$ cat src/rtl/m1_rd_arbiter.sv
// Round-robin read arbiter that shares one RAM user port among N_REQ requesters.
// Each grant issues one registered read and returns the data with a one-hot owner strobe.
module m1_rd_arbiter #(
    parameter int unsigned N_REQ  = 3,
    parameter int unsigned ADDR_W = 6,
    parameter int unsigned DATA_W = 16,
    parameter int unsigned RD_LAT = 1
) (
    input  logic                      clk,
    input  logic                      rst_n,
    input  logic                      en_i,
    input  logic [N_REQ-1:0]          req_i,
    input  logic [N_REQ*ADDR_W-1:0]   adr_i,
    output logic [N_REQ-1:0]          ack_o,
    output logic [N_REQ-1:0]          rvalid_o,
    output logic [DATA_W-1:0]         rdata_o,
    output logic [ADDR_W-1:0]         ram_adr_o,
    output logic                      ram_rd_o,
    input  logic [DATA_W-1:0]         ram_dat_i,
    output logic                      busy_o,
    output logic [1:0]                state_o
);

    localparam int unsigned PtrW = (N_REQ > 1) ? $clog2(N_REQ) : 1;

    typedef enum logic [1:0] {
        StIdle  = 2'b00,
        StRun   = 2'b01,
        StDrain = 2'b10
    } state_e;

    state_e              state_q;
    logic [PtrW-1:0]     ptr_q;
    logic                ram_rd_q;
    logic [ADDR_W-1:0]   ram_adr_q;
    logic [N_REQ-1:0]    tag_q [RD_LAT+1];
    logic [N_REQ-1:0]    rvalid_q;
    logic [DATA_W-1:0]   rdata_q;

    logic                grant;
    logic [PtrW-1:0]     win;
    logic [PtrW-1:0]     cand;
    logic [ADDR_W-1:0]   win_adr;
    logic [N_REQ-1:0]    ack;
    logic                in_flight;

    // Search starts one past the last winner; ptr_q resets to N_REQ-1 so requester 0 goes first.
    always_comb begin
        grant   = 1'b0;
        win     = '0;
        cand    = '0;
        win_adr = '0;
        ack     = '0;
        if (rst_n && state_q == StRun && en_i) begin
            for (int unsigned i = 1; i <= N_REQ; i++) begin
                cand = PtrW'((32'(ptr_q) + i) % N_REQ);
                if (!grant && req_i[cand]) begin
                    grant = 1'b1;
                    win   = cand;
                end
            end
        end
        for (int unsigned k = 0; k < N_REQ; k++) begin
            if (win == PtrW'(k)) begin
                win_adr = adr_i[k*ADDR_W +: ADDR_W];
            end
        end
        if (grant) begin
            ack[win] = 1'b1;
        end
    end

    always_comb begin
        in_flight = 1'b0;
        for (int unsigned s = 0; s <= RD_LAT; s++) begin
            in_flight = in_flight | (|tag_q[s]);
        end
    end

    always_ff @(posedge clk) begin
        if (!rst_n) begin
            state_q   <= StIdle;
            ptr_q     <= PtrW'(N_REQ - 1);
            ram_rd_q  <= 1'b0;
            ram_adr_q <= '0;
            rvalid_q  <= '0;
            rdata_q   <= '0;
            for (int unsigned s = 0; s <= RD_LAT; s++) begin
                tag_q[s] <= '0;
            end
        end else begin
            unique case (state_q)
                StIdle:  if (en_i) state_q <= StRun;
                StRun:   if (!en_i) state_q <= StDrain;
                StDrain: begin
                    if (en_i) begin
                        state_q <= StRun;
                    end else if (!busy_o) begin
                        state_q <= StIdle;
                    end
                end
                default: state_q <= StIdle;
            endcase

            ram_rd_q <= grant;
            if (grant) begin
                ptr_q     <= win;
                ram_adr_q <= win_adr;
            end

            // Owner tag travels alongside the RAM read so the data can be routed back.
            tag_q[0] <= ack;
            for (int unsigned s = 1; s <= RD_LAT; s++) begin
                tag_q[s] <= tag_q[s-1];
            end

            rvalid_q <= tag_q[RD_LAT];
            if (|tag_q[RD_LAT]) begin
                rdata_q <= ram_dat_i;
            end
        end
    end

    assign ack_o     = ack;
    assign rvalid_o  = rvalid_q;
    assign rdata_o   = rdata_q;
    assign ram_adr_o = ram_adr_q;
    assign ram_rd_o  = ram_rd_q;
    assign busy_o    = in_flight | (|rvalid_q);
    assign state_o   = state_q;

endmodule

$ cat config.mk
export PLATFORM = sky130hd
export DESIGN_NAME = m1_rd_arbiter
export DESIGN_NICKNAME = d
export VERILOG_FILES = /design/src/rtl/m1_rd_arbiter.sv
export SDC_FILE = /design/constraint.sdc
export NUM_CORES = 1
export LEC_CHECK = 0
export ABC_AREA = 1
export CAP_MARGIN = 0
export CORE_MARGIN = 2
export CORE_UTILIZATION = 44
export CTS_CLUSTER_SIZE = 28
export DETAILED_ROUTE_END_ITERATION = 8
export PLACE_DENSITY = 0.84
export SKIP_LAST_GASP = 1
export SYNTH_ARGS = -nofsm -noshare
export SYNTH_HDL_FRONTEND = slang
export SYNTH_SLANG_ARGS = --single-unit
$ cat constraint.sdc
create_clock -name clk -period 5.2 [get_ports clk]
set_input_delay 1.3 -clock clk [delete_from_list [all_inputs] [get_ports clk]]
set_output_delay 1.3 -clock clk [all_outputs]
set_load 0.05 [all_outputs]
==> metrics.md, run 1 <==
| Metric | Value |
|---|---|
| Largest net degree at the start of global routing | 30 |
| R2r setup slk | 3.11 ns |
| TritonCTS Buffers | 5 |
| Clk sinks | 36 |
| Die Footprint | around 4100 um2 |
| Worst setup startpoint | req_i[2] |
| Status | complete, no violations |
| Placeable Area | 3420 um2 |
| Die H | 64.2 um |
| Max_cap viols | 0 |
| DRT iter0 DRCs | 94 |
| XOR/XNOR share of the synthesized area | 0 |
| Reg2reg start | ptr_q[0] |
| Io pins | 72 |
| Final antenna-violating net count | 0 |
| Area Growth Syn to Fin | 53.6% |
| Reg2Reg Capture Point | ram_adr_o[0] |
| Critical path peak fanout | 9 |
| First-pass GRT wire length | 6.12 mm |
| End point of the critical path | ack_o[0] |
| Synth Register Bits | 36 |
| Critical Path Sink Type | output port |
| Clk pin slew, worst setup/hold paths | 0.11 ns |
| Fillers | 294 |
| Num rows | 21 |
| Final Hold Viols | 0 |
| Rel. slew slack | 0.657 |
| Total number of yosys warnings | 0 |
| Clock skew | 0.0120 ns |
| Leakage power | 0.00108 uW |
| Clock root cell | clkbuf_4 |
| Placer congestion estimate | 0.852 |
| Via density | 4.76 |
| Total GRT Usage | 0.189 |
| CP Launch Type | input port |
| Final-report setup violation count | 0 |
| R2R depth | 14 |
| Fmax | 221 MHz |
| Mapped Cells | around 220 |
| Die width | 64.2 um |
| Input/output buffers | 71 |
| Critical path's slowest cell | clkdlybuf4s50_1 |
| Worst path required time | roughly 3.9 ns |
| Fin Setup TNS | 0 ns |
| # resized after CTS | 0 |
| Worst Hold Margin | 0.431 ns |
| Count of pins over their slew limit | 0 |
| Dpl hpwl | between 2 and 3 mm |
| TritonRoute pass-1 iters | 4 |
| Min cycle time layout | around 4.5 ns |
| Post-Synth Simple-Gate Area | 0.333 |
| Multiplexer share of the synthesized area | 0 |
| Syn_nets | 261 |
| RSZ-0062 raised after global routing | false |
| Total Wirelength | 3.68 mm |
| Netlist cell types | 22 |
| Syn avg cell area | just over 7 um2 |
| N_diodes | 0 |
| Cts hold-fix bufs | 0 |
| Crit path DAT | 3.22 ns |
| WL/cell | 10.8 um |
| Largest stage delay on the critical path | between 0.5 and 0.6 ns |
| Crit Path Category | in -> out |
| H-tree depth | 2 |
| Clk buf depth | 2 |
| Main combinational cell family by area after synthesis | simple AND/OR/NAND/NOR gates |
| Share of cells above drive strength 1 | 0.0814 |
| Via count | 1622 |
| Vias in the first global route | approximately 1500 |
| Pwr dens | 231 nW/um2 |
| Total grt overflow | 0 |
| Actual slew at the worst max-slew pin | 0.513 ns |
| Synth Cell Area | 1590 um2 |
| Initial Util | 0.466 |
| Initial antenna violation count | 0 |
| Post CTS Setup Buffer Count | 0 |
| VDD IR max | ~0.15 mV |
| Cell Chain, Critical Path | clkdlybuf4s50_1, inv_1, o21ai_0, nand2_1, a21boi_0, nand2_2, nand3_4, inv_4, nor3_1, buf_12 |
| Nets@finish | 336 |
| DR DRC count | 0 |
| Hold Path Class | reg -> reg |
| Post-synthesis sequential area ratio | 0.452 |
| Final period utilization | 0.868 |
| Latest clock arrival within the worst-skew pair | approximately 0.34 ns |
| Synth Area in Compound Gates | 0.108 |
| Min-delay src | tag_q[0][0] |
| Post-synthesis adder-cell area fraction | 0.0157 |
| CTS tree | yes |
## cell families after synthesis
group | Yosys count
fa+ha+maj | 2
simple gates | 116
compound gates | 29
buf+inv | 36
flops | 36
## worst min path at each step
| stage | endpoint | slack (ns) | cells past startpoint |
|---|---|---|---|
| 2_1_floorplan | rvalid_o[2] | 0.41 | 2 |
| 3_3_place_gp | rvalid_o[1] | 0.42 | 2 |
| 3_5_place_dp | rvalid_o[2] | 0.43 | 2 |
| 4_1_cts | tag_q[0][3] | 0.43 | 2 |
| 5_1_grt | tag_q[0][4] | 0.46 | 2 |
| 6_report | tag_q[0][3] | 0.43 | 2 |
## registers in the layout, indices dropped and copies added, names as in the netlist
register / flops
rdata_o: 16
ram_adr_o: 6
tag_q: 6
rvalid_o: 3
ptr_q: 2
state_o: 2
ram_rd_o: 1
## worst max-delay path: cells and delay by family
kind                   cells  cell delay (ns)
AO/OA/AOI/OAI              2             0.36
AND/OR/NAND/NOR            4             0.69
buffers and inverters      4             0.86
## power breakdown
group | total, uW | internal, uW | switching, uW
logic | 122 | 55.2 | 66.7
clock network | 155 | 66.7 | 87.9
registers | 288 | 284 | 3.82
## cell usage after synthesis
cell	instances	area [um2]
nor3_1	6	30.0
and2_1	1	6.26
nand3_1	15	75.1
inv_4	2	12.5
inv_2	1	3.75
inv_1	27	101
a21oi_4	2	32.5
nand3_2	1	10.0
nor2_1	46	173
o21ai_0	22	110
buf_4	1	7.51
nand4_1	8	50.1
nand3_4	2	35.0
nand2_1	32	120
a21boi_0	1	7.51
and3_1	1	6.26
a21oi_1	3	15.0
nand2_2	4	25.0
o211ai_1	1	7.51
ha_1	2	25.0
clkbuf_1	5	18.8
dfxtp_1	36	721
## cell type report
cell class | count | area, um2 | share of cell area
Inverter | 30 | 118 | 0.0481
Timing Repair Buffer | 74 | 763 | 0.312
Clock buffer | 8 | 58.8 | 0.0240
Multi-Input combinational cell | 147 | 728 | 0.298
Tap cell | 46 | 57.6 | 0.0235
Sequential cell | 36 | 721 | 0.295
## per-stage QoR
stage	power (uW)	setup slack (ns)	std cells	cell area, um2	utilization
5_1_grt	590	0.439	341	2450	0.716
3_3_place_gp	415	0.745	333	2390	0.699
4_1_cts	572	0.678	341	2450	0.716
3_5_place_dp	416	0.700	333	2390	0.699
2_1_floorplan	361	0.723	219	1590	-
6_report	564	0.685	341	2450	0.716
## placed cells by master (no fill, tap or decap), types with 4 or more instances in the layout
cell type        count
inv_1               27
nand2_1             32
clkbuf_4             5
nor2_1              46
nand3_1             15
nand4_1              8
dfxtp_1             36
o21ai_0             22
nand2_2              4
nor3_1               6
clkdlybuf4s50_1     68
## per-layer routing
metal / vias up / global-route usage / part of all wire
met3: 4 / 0.0546 / 0.073
met2: 56 / 0.345 / 0.52
met5: - / 0 / 0
met1: 707 / 0.199 / 0.40
met4: 0 / 0.0878 / 0.0098
li1: 855 / - / -
No activity file was read; power rests on OpenSTA's default activity.
==> inputs of run 2 (changes only) <==
Settings changed: SETUP_SLACK_MARGIN set to 0.3.
==> results of run 2 <==
No change in the layout: final DEF, timing and power equal those of run 1.
